<file path="config.mk">
export PLATFORM = sky130hd
export DESIGN_NAME = fir4_stream_ctrl
export DESIGN_NICKNAME = d
export VERILOG_FILES = /design/src/rtl/fir4_stream_ctrl.sv
export SDC_FILE = /design/constraint.sdc
export NUM_CORES = 1
export LEC_CHECK = 0
export ABC_AREA = 1
export CORE_ASPECT_RATIO = 1.1
export CORE_MARGIN = 2
export CORE_UTILIZATION = 55
export DETAILED_ROUTE_END_ITERATION = 16
export GPL_TIMING_DRIVEN = 0
export PLACE_DENSITY = 0.77
export SLEW_MARGIN = 10
export SYNTH_ARGS = -nofsm -noshare
export SYNTH_HDL_FRONTEND = slang
export SYNTH_SLANG_ARGS = --single-unit
</file>
<file path="constraint.sdc">
create_clock -name i_clk -period 9 [get_ports i_clk]
set_clock_uncertainty 0.1 [all_clocks]
set_input_delay 0.9 -clock i_clk [delete_from_list [all_inputs] [get_ports i_clk]]
set_output_delay 0.9 -clock i_clk [all_outputs]
set_load 0.02 [all_outputs]
</file>
<file path="src/rtl/fir4_stream_ctrl.sv">
// fir4_stream_ctrl: valid/ready front end for a 4-tap unsigned averaging FIR with a FWFT output FIFO.
// Latency: result at FIFO head one edge after the 4th accept; backpressure reserves FIFO space for the pending sum. Macro: FIR4_ROUND_EN.
module fir4_stream_ctrl #(
  parameter int W         = 16,
  parameter int OUT_DEPTH = 2,
  parameter int CNT_W     = 16
) (
  input  logic             i_clk,
  input  logic             i_reset,
  input  logic             i_in_valid,
  output logic             o_in_ready,
  input  logic [W-1:0]     i_in_data,
  input  logic             i_flush,
  output logic             o_out_valid,
  input  logic             i_out_ready,
  output logic [W+1:0]     o_out_sum,
  output logic [W-1:0]     o_out_avg,
  output logic             o_busy,
  output logic [CNT_W-1:0] o_out_cnt
);

  localparam int AW = (OUT_DEPTH > 1) ? $clog2(OUT_DEPTH) : 1;
  localparam int CW = AW + 1;

  typedef enum logic [1:0] {S_IDLE, S_FILL, S_RUN, S_FLUSH} state_t;

  state_t           r_state;
  state_t           w_state_nxt;
  logic [W-1:0]     r_x0, r_x1, r_x2, r_x3;
  logic [1:0]       r_fill;
  logic             r_pend;
  logic [W+1:0]     r_mem_sum [OUT_DEPTH];
  logic [W-1:0]     r_mem_avg [OUT_DEPTH];
  logic [AW-1:0]    r_wr_ptr, r_rd_ptr;
  logic [CW-1:0]    r_fifo_cnt;
  logic [CNT_W-1:0] r_out_cnt;

  logic             w_acc, w_push, w_pop, w_flush_exit;
  logic [CW-1:0]    w_occ;
  logic [W+1:0]     w_sum, w_avg_full;
  logic [W-1:0]     w_avg;

  // Pending sum counts as occupied so the FIFO can never overflow.
  assign w_occ      = r_fifo_cnt + CW'(r_pend);
  assign o_in_ready = !i_flush && (r_state != S_FLUSH) && (w_occ < CW'(OUT_DEPTH));
  assign w_acc      = i_in_valid && o_in_ready;

  assign w_sum = {2'b00, r_x0} + {2'b00, r_x1} + {2'b00, r_x2} + {2'b00, r_x3};
`ifdef FIR4_ROUND_EN
  assign w_avg_full = (w_sum + (W+2)'(2)) >> 2;
`else
  assign w_avg_full = w_sum >> 2;
`endif
  assign w_avg = w_avg_full[W-1:0];

  assign w_push       = r_pend;
  assign w_pop        = o_out_valid && i_out_ready;
  assign w_flush_exit = (r_state == S_FLUSH) && !r_pend;

  assign o_out_valid = (r_fifo_cnt != '0);
  assign o_out_sum   = o_out_valid ? r_mem_sum[r_rd_ptr] : '0;
  assign o_out_avg   = o_out_valid ? r_mem_avg[r_rd_ptr] : '0;
  assign o_busy      = (r_state != S_IDLE);
  assign o_out_cnt   = r_out_cnt;

  always_comb begin
    w_state_nxt = r_state;
    case (r_state)
      S_IDLE:  if (w_acc) w_state_nxt = S_FILL;
      S_FILL: begin
        if (i_flush)                          w_state_nxt = S_FLUSH;
        else if (w_acc && (r_fill == 2'd2))   w_state_nxt = S_RUN;
      end
      S_RUN:   if (i_flush) w_state_nxt = S_FLUSH;
      S_FLUSH: if (!r_pend) w_state_nxt = S_IDLE;
      default: w_state_nxt = S_IDLE;
    endcase
  end

  always_ff @(posedge i_clk) begin
    if (i_reset) begin
      r_state <= S_IDLE;
      r_x0    <= '0;
      r_x1    <= '0;
      r_x2    <= '0;
      r_x3    <= '0;
      r_fill  <= '0;
      r_pend  <= 1'b0;
    end else begin
      r_state <= w_state_nxt;
      // Pend marks that the taps now hold a full window worth summing.
      r_pend  <= w_acc && (r_fill == 2'd3);
      if (w_flush_exit) begin
        r_x0   <= '0;
        r_x1   <= '0;
        r_x2   <= '0;
        r_x3   <= '0;
        r_fill <= '0;
      end else if (w_acc) begin
        r_x3 <= r_x2;
        r_x2 <= r_x1;
        r_x1 <= r_x0;
        r_x0 <= i_in_data;
        if (r_fill != 2'd3) r_fill <= r_fill + 2'd1;
      end
    end
  end

  always_ff @(posedge i_clk) begin
    if (i_reset) begin
      r_wr_ptr   <= '0;
      r_rd_ptr   <= '0;
      r_fifo_cnt <= '0;
      r_out_cnt  <= '0;
      for (int i = 0; i < OUT_DEPTH; i++) begin
        r_mem_sum[i] <= '0;
        r_mem_avg[i] <= '0;
      end
    end else begin
      if (w_push) begin
        r_mem_sum[r_wr_ptr] <= w_sum;
        r_mem_avg[r_wr_ptr] <= w_avg;
        r_wr_ptr            <= r_wr_ptr + AW'(1);
        r_out_cnt           <= r_out_cnt + CNT_W'(1);
      end
      if (w_pop) r_rd_ptr <= r_rd_ptr + AW'(1);
      case ({w_push, w_pop})
        2'b10:   r_fifo_cnt <= r_fifo_cnt + CW'(1);
        2'b01:   r_fifo_cnt <= r_fifo_cnt - CW'(1);
        default: r_fifo_cnt <= r_fifo_cnt;
      endcase
    end
  end

endmodule

</file>
==> results of run 1 <==
-- layout make-up --
type / count / area (um^2)
Inverter: 155 / 582
Sequential cell: 126 / 2880
Multi-Input combinational cell: 531 / 3140
Fill cell: 957 / 3760
Tap cell: 154 / 193
Clock buffer: 21 / 482
Timing Repair Buffer: 72 / 721
Clock inverter: 11 / 104
Buffer: 47 / 272
-- state kept, by name (all words and copies together) (netlist names), named ones only --
signal and cells:
r_fifo_cnt 2, r_x0 16, r_x2 16, r_rd_ptr 1, r_wr_ptr 1, r_x3 16
r_x1 16, r_mem_sum 34, r_mem_avg 2, r_fill 2, r_state 2, r_pend 1
o_out_cnt 16
-- through the flow --
step / total power [uW] / util / hold slack (ns) / cell area, um^2
2_1_floorplan: 960 / - / 0.326 / 6880
3_3_place_gp: 1050 / 0.642 / 0.335 / 7790
3_5_place_dp: 1060 / 0.642 / 0.348 / 7790
4_1_cts: 1730 / 0.690 / 0.369 / 8380
5_1_grt: 1820 / 0.690 / 0.403 / 8380
6_report: 1730 / 0.690 / 0.371 / 8380
-- path summary, 6_finish.rpt --
kind	start	to	slack [ns]
setup / recovery	flip-flop	o_out_sum[13]	5.43
hold reg to reg	r_rd_ptr	flip-flop	0.37
hold / removal	r_rd_ptr	flip-flop	0.37
setup reg to reg	r_x0[1]	r_mem_sum[1][15]	5.80
-- layout by cell type, fill, tap and decap left out, types with 6 or more instances in the layout --
master	netlist	routed
edfxtp_1	36	36
clkdlybuf4s50_1	0	72
dfxtp_1	90	90
clkbuf_1	18	19
nand3b_1	7	7
nand3_1	18	18
o21ai_1	8	8
nor3_1	6	6
buf_4	19	19
nand2_1	156	156
o21ai_0	73	73
inv_1	151	151
xnor2_1	6	6
nor2_1	73	73
a21oi_1	109	109
ha_1	26	26
buf_2	7	7
clkbuf_16	0	18
fa_1	32	32
-- worst max-delay path, cell delays in order, from the launching register on --
cell and delay, ns:
dfxtp_1 0.30, buf_2 0.19, clkinv_1 0.19, clkbuf_1 0.41
nand2_1 0.12, a21oi_1 0.22, buf_4 0.14, clkdlybuf4s50_1 0.58
-- Yosys cell counts (2+ instances only) --
library cell / n / area [um^2]
a21oi_1: 109 / 546
buf_2: 7 / 35.0
buf_4: 19 / 143
buf_6: 2 / 22.5
clkbuf_1: 18 / 67.6
dfxtp_1: 90 / 1800
edfxtp_1: 36 / 1080
fa_1: 32 / 641
ha_1: 26 / 325
inv_1: 151 / 567
inv_2: 3 / 11.3
nand2_1: 156 / 586
nand3_1: 18 / 90.1
nand3b_1: 7 / 52.6
nand4_1: 3 / 18.8
nor2_1: 73 / 274
nor2_2: 3 / 18.8
nor3_1: 6 / 30.0
o21ai_0: 73 / 365
o21ai_1: 8 / 40.0
xnor2_1: 6 / 52.6
xor2_1: 3 / 26.3
-- per-layer routing --
layer  GRT usage  wire, um
met1       0.260      6200
met2       0.380      6890
met3      0.0385       604
met4      0.0984       265
met5           0         0
-- power by group --
| part | internal [uW] | switching, uW | total (uW) |
|---|---|---|---|
| Clock | 412 | 261 | 673 |
| Sequential | 620 | 17.8 | 638 |
| Combinational | 155 | 259 | 414 |
-- cell families after synthesis --
| kind of cell | share of synthesized area |
|---|---|
| compound gates | 0.140 |
| xor+xnor | 0.0115 |
| fa+ha+maj | 0.140 |
| buf+inv | 0.124 |
| flops | 0.419 |
| simple gates | 0.164 |
==> flow_metrics.py, run 1 <==
metrics = {
    "clock_network": {
        "postCtsSetupBuffers": 0,
        "cts_sinks": 126,
        "cts_hold_buffers": 0,
        "clock-root-buffer": "clkbuf_16",
        "path_clk_slew_ns": 0.06,
        "cts_resized": 0,
        "numCtsBuffers": 17,
        "cts_tree": "built",
        "cts_max_level": 4,
        "clkLatencyLatePin_ns": 0.42,
        "cts_buffer_depth": 2,
    },
    "critical_path": {
        "cp-end-kind": "primary output",
        "start_kind": "flip-flop",
        "critPathArrivalTime_ns": 2.57,
        "crit_fanout": 10,
        "path_class": "flip-flop to primary output",
        "r2r_cells": 14,
        "required_ns": 8.00,
    },
    "global_route": {
        "grt_pass1_vias": 5264,
        "grt_util_all_layers": 0.216,
        "grt_max_degree": 19,
        "overflow": 0,
        "grt_pass1_wl_um": 23200,
        "antenna_found_initial": 0,
    },
    "synth": {
        "ys_warn_count": 0,
        "synthArstFlopShare": 0,
        "synth_seq_cells": 126,
        "synthCells": 859,
        "ys_seq_area_frac": 0.419,
        "syn-num-nets": 938,
        "ys.flop_type": "dfxtp_1",
        "synth_cell_types": 32,
        "synth-edff-count": 36,
        "avgSynthCellArea_um2": 8.01,
        "synthesis.area_um2": 6880,
    },
    "final_layout": {
        "final-instance-count-excl-fill": 1117,
        "insertedDiodeCount": 0,
        "area_growth_pct": 21.8,
        "final_nets": 1029,
        "final_layout_size_suffix_gt1_frac": 0.0727,
    },
    "sta": {
        "finalSetupTns_ns": 0,
        "fin_ws_ns": 5.43,
        "rsz0062_at_grt": "no",
        "finalHoldViolCount": 0,
        "finalCritPeriodShare": 0.397,
        "drv_slew": 0,
        "fmaxAchievable_mhz": 280,
        "setup_viol": 0,
        "fin_crit_ns": 3.57,
        "tightest_slew_ns": 0.761,
        "max_slew_margin": 0.491,
    },
    "power": {
        "leakage_uw": 0.00358,
        "ir_drop_uv": 117,
        "powerDensity_nw_per_um2": 206,
    },
    "die": {
        "core_um2": 12100,
        "die_y_um": 121,
        "boundaryPins": 74,
        "rows": 42,
        "die_w_um": 111,
        "die_area_um2": 13400,
        "start_util": 0.566,
    },
    "run_status": {
        "status": "finished, final reports clean",
    },
    "routing": {
        "drc_errors": 0,
        "wl_um": 14000,
        "viasPerCell": 4.97,
        "dr.pass1.iters": 7,
        "wire_per_inst_um": 12.5,
        "num_vias": 5551,
        "initialDrtViolationCount": 204,
        "antenna_left": 0,
    },
    "worst_hold_path": {
        "hold_path_class": "flip-flop to flip-flop",
        "whs_path_depth": 1,
    },
    "placed_design": {
        "pre_cts_ws_ns": 5.54,
        "gp_congestion": 0.868,
        "hpwl_um": 10200,
        "place_inst": 1085,
        "port_buffers": 72,
    },
    "job": {
        "max_cap_viol_count": 0,
    },
}
(Power assumes the default switching activity.)
==> run 2: changes to the inputs <==
--- a/config.mk
+++ b/config.mk
@@ -8,10 +8,10 @@
 export ABC_AREA = 1
 export CORE_ASPECT_RATIO = 1.1
 export CORE_MARGIN = 2
-export CORE_UTILIZATION = 55
+export CORE_UTILIZATION = 52
 export DETAILED_ROUTE_END_ITERATION = 16
 export GPL_TIMING_DRIVEN = 0
-export PLACE_DENSITY = 0.77
+export PLACE_DENSITY = 0.76
 export SLEW_MARGIN = 10
 export SYNTH_ARGS = -nofsm -noshare
 export SYNTH_HDL_FRONTEND = slang
==> constraint.sdc (replaced) <==
create_clock -name i_clk -period 3.16 [get_ports i_clk]
set_clock_uncertainty 0.1 [all_clocks]
set_input_delay 0.316 -clock i_clk [delete_from_list [all_inputs] [get_ports i_clk]]
set_output_delay 0.316 -clock i_clk [all_outputs]
set_load 0.02 [all_outputs]
==> run 2 against run 1 <==
Compared with the run above: clock power grew to 2.8 times the previous value; clock-buffer cell count is 1 lower; cell area is 0.84% higher; worst hold slack worse by 0.013 ns; global-route usage is 0.44 points lower; sequential power grew to 2.9 times the previous value; total power grew to 2.9 times the previous value; sequential cell count stayed put; die area is 5.6% higher; combinational power grew to 3.0 times the previous value; worst setup slack worse by 5.3 ns; critical path depth is 7 higher; critical path type is now flip-flop to flip-flop.
==> flow_metrics.py, run 2 (same netlist as run 1, synthesis figures left out) <==
metrics = {
    "global_route": {
        "grt_max_degree": 19,
        "use_met2": 0.369,
        "top_usage_layer": "met2",
        "grt_use_met3": 0.0389,
        "grt_pass1_wl_um": 24300,
        "met1_usage": 0.259,
        "grt_util_all_layers": 0.212,
        "overflow": 0,
        "antenna_found_initial": 0,
        "grt_pass1_vias": 5474,
    },
    "sta": {
        "fmaxAchievable_mhz": 330,
        "finalCritPeriodShare": 0.960,
        "drv_slew": 0,
        "max_slew_margin": 0.506,
        "tightest_slew_ns": 0.739,
        "finalHoldViolCount": 0,
        "fin_crit_ns": 3.03,
        "setup_viol": 0,
    },
    "final_layout": {
        "multiInputGateArea_um2": 3190,
        "final_cell_mix": "inv_1 (150), nand2_1 (149), a21oi_1 (109)",
        "final_layout_size_suffix_gt1_frac": 0.0882,
        "final_nets": 1030,
        "final_common_cell": "inv_1",
        "area_growth_pct": 22.8,
        "largest_reg_flops": 34,
        "final_area_um2": 8450,
        "utilization": 0.647,
        "top_register": "r_mem_sum",
        "nFillCells": 1079,
        "insertedDiodeCount": 0,
        "final-instance-count-excl-fill": 1125,
        "seq_area_um2": 2880,
    },
    "critical_path": {
        "critPathArrivalTime_ns": 3.07,
        "worst-r2r-setup-slack_ns": 0.13,
        "cp-end-kind": "flip-flop",
        "r2r_end": "r_mem_avg[0][15]",
        "r2r_cells": 14,
        "path_class": "flip-flop to flip-flop",
        "required_ns": 3.20,
        "start_kind": "flip-flop",
        "regToRegStartpoint": "r_x0[1]",
        "crit_fanout": 4,
    },
    "routing": {
        "antenna_left": 0,
        "wire_per_inst_um": 12.5,
        "viasPerCell": 4.94,
        "num_vias": 5554,
        "wl_um": 14100,
        "dr.pass1.iters": 4,
        "drc_errors": 0,
        "initialDrtViolationCount": 275,
    },
    "placed_design": {
        "hpwl_um": 10300,
        "gp_congestion": 0.834,
        "port_buffers": 72,
        "place_area_um2": 7800,
        "place_inst": 1092,
    },
    "power": {
        "combPwrFrac": 0.248,
        "switching_share": 0.314,
        "powerDensity_nw_per_um2": 588,
        "leakage_uw": 0.00358,
        "clockPowerShare": 0.385,
        "p_total_uw": 4960,
        "ir_drop_uv": 401,
        "intPower_uw": 3410,
        "p_seq_frac": 0.367,
        "p_switching_uw": 1560,
    },
    "die": {
        "core_um2": 13000,
        "rows": 44,
        "boundaryPins": 74,
        "die_y_um": 125,
        "die_w_um": 114,
        "start_util": 0.527,
        "die_area_um2": 14200,
    },
    "worst_hold_path": {
        "whs_path_depth": 1,
        "hold_end": "r_rd_ptr",
        "hold_path_class": "flip-flop to flip-flop",
        "hp-start": "r_rd_ptr",
    },
    "clock_network": {
        "cts_buffer_depth": 2,
        "cts_sinks": 126,
        "cts_max_level": 4,
        "clkLatencyLatePin_ns": 0.42,
        "path_clk_slew_ns": 0.06,
        "cts_tree": "built",
        "clock-root-buffer": "clkbuf_16",
        "numCtsBuffers": 17,
    },
    "job": {
        "max_cap_viol_count": 0,
    },
    "run_status": {
        "status": "finished, final reports clean",
    },
}
==> run 2: cell count changes in the layout (fill, tap and decap cells not counted), moves of 2 or more <==
cell,delta
clkinv_2,+2
ha_1,-4
nand2_1,-7
nand2_2,+7
ha_2,+2
ha_4,+2
==> run 2: worst max-delay path, stage by stage, from the launching register on <==
cell and delay, ns:
dfxtp_2 0.32, inv_2 0.05, fa_1 0.54, inv_1 0.05, fa_1 0.45, ha_2 0.21
fa_2 0.35, nand2_1 0.09, nand3_1 0.07, nand3_1 0.08, nand2_2 0.10, nand2_1 0.10
nand2_1 0.07, nand2_1 0.08, a21oi_1 0.07
==> run 2: metrics by stage <==
stage                     TNS (ns)  hold WS (ns)  worst slack (ns)
final                            0         0.358             0.127
after global routing       -0.0221         0.376           -0.0116
after CTS                        0         0.356            0.0330
after detailed placement         0         0.350            0.0220
after global placement           0         0.336            0.0480
after floorplan                  0         0.326             0.238
==> run 2: layer usage <==
| layer | up-vias | wire [um] |
|---|---|---|
| met5 | - | 0 |
| met4 | 0 | 252 |
| met3 | 24 | 500 |
| met2 | 114 | 7070 |
| met1 | 2529 | 6300 |
| li1 | 2887 | - |
==> run 2: power by group through the flow <==
stage	combinational [uW]	clock, uW	sequential [uW]
after floorplan	893	0	1840
after global placement	1140	0	1850
after detailed placement	1170	0	1850
after CTS	1190	1920	1820
after global routing	1420	1990	1830
final	1230	1910	1820
==> run 2: how the worst max path moves through the flow <==
stage / from / to / slack [ns] / cells past startpoint
floorplan: r_x0[1] / r_mem_sum[0][15] / 0.24 / 14
detailed placement: r_x0[1] / r_mem_sum[0][9] / 0.02 / 14
CTS: r_x0[1] / r_mem_sum[1][15] / 0.03 / 14
global route: r_x0[13] / r_mem_sum[1][14] / -0.01 / 12
global placement: r_x0[1] / r_mem_sum[1][15] / 0.05 / 14
finish: r_x0[1] / r_mem_avg[0][15] / 0.13 / 14
==> run 2: repair_timing <==
item                                    in CTS  in global routing
endpoints found under the setup margin       5                 24
endpoints found under the hold margin        6                  0
pin swaps                                    0                  3
resized for setup                            1                 14
hold buffers                                 1                  0
setup buffers                                0                  0
==> run 2: final cells by class <==
cell class,count,area share
Sequential cell,126,0.341
Tap cell,161,0.0239
Clock inverter,12,0.0127
Timing Repair Buffer,73,0.0865
Multi-Input combinational cell,531,0.378
Buffer,47,0.0321
Inverter,155,0.0689
Clock buffer,20,0.0566
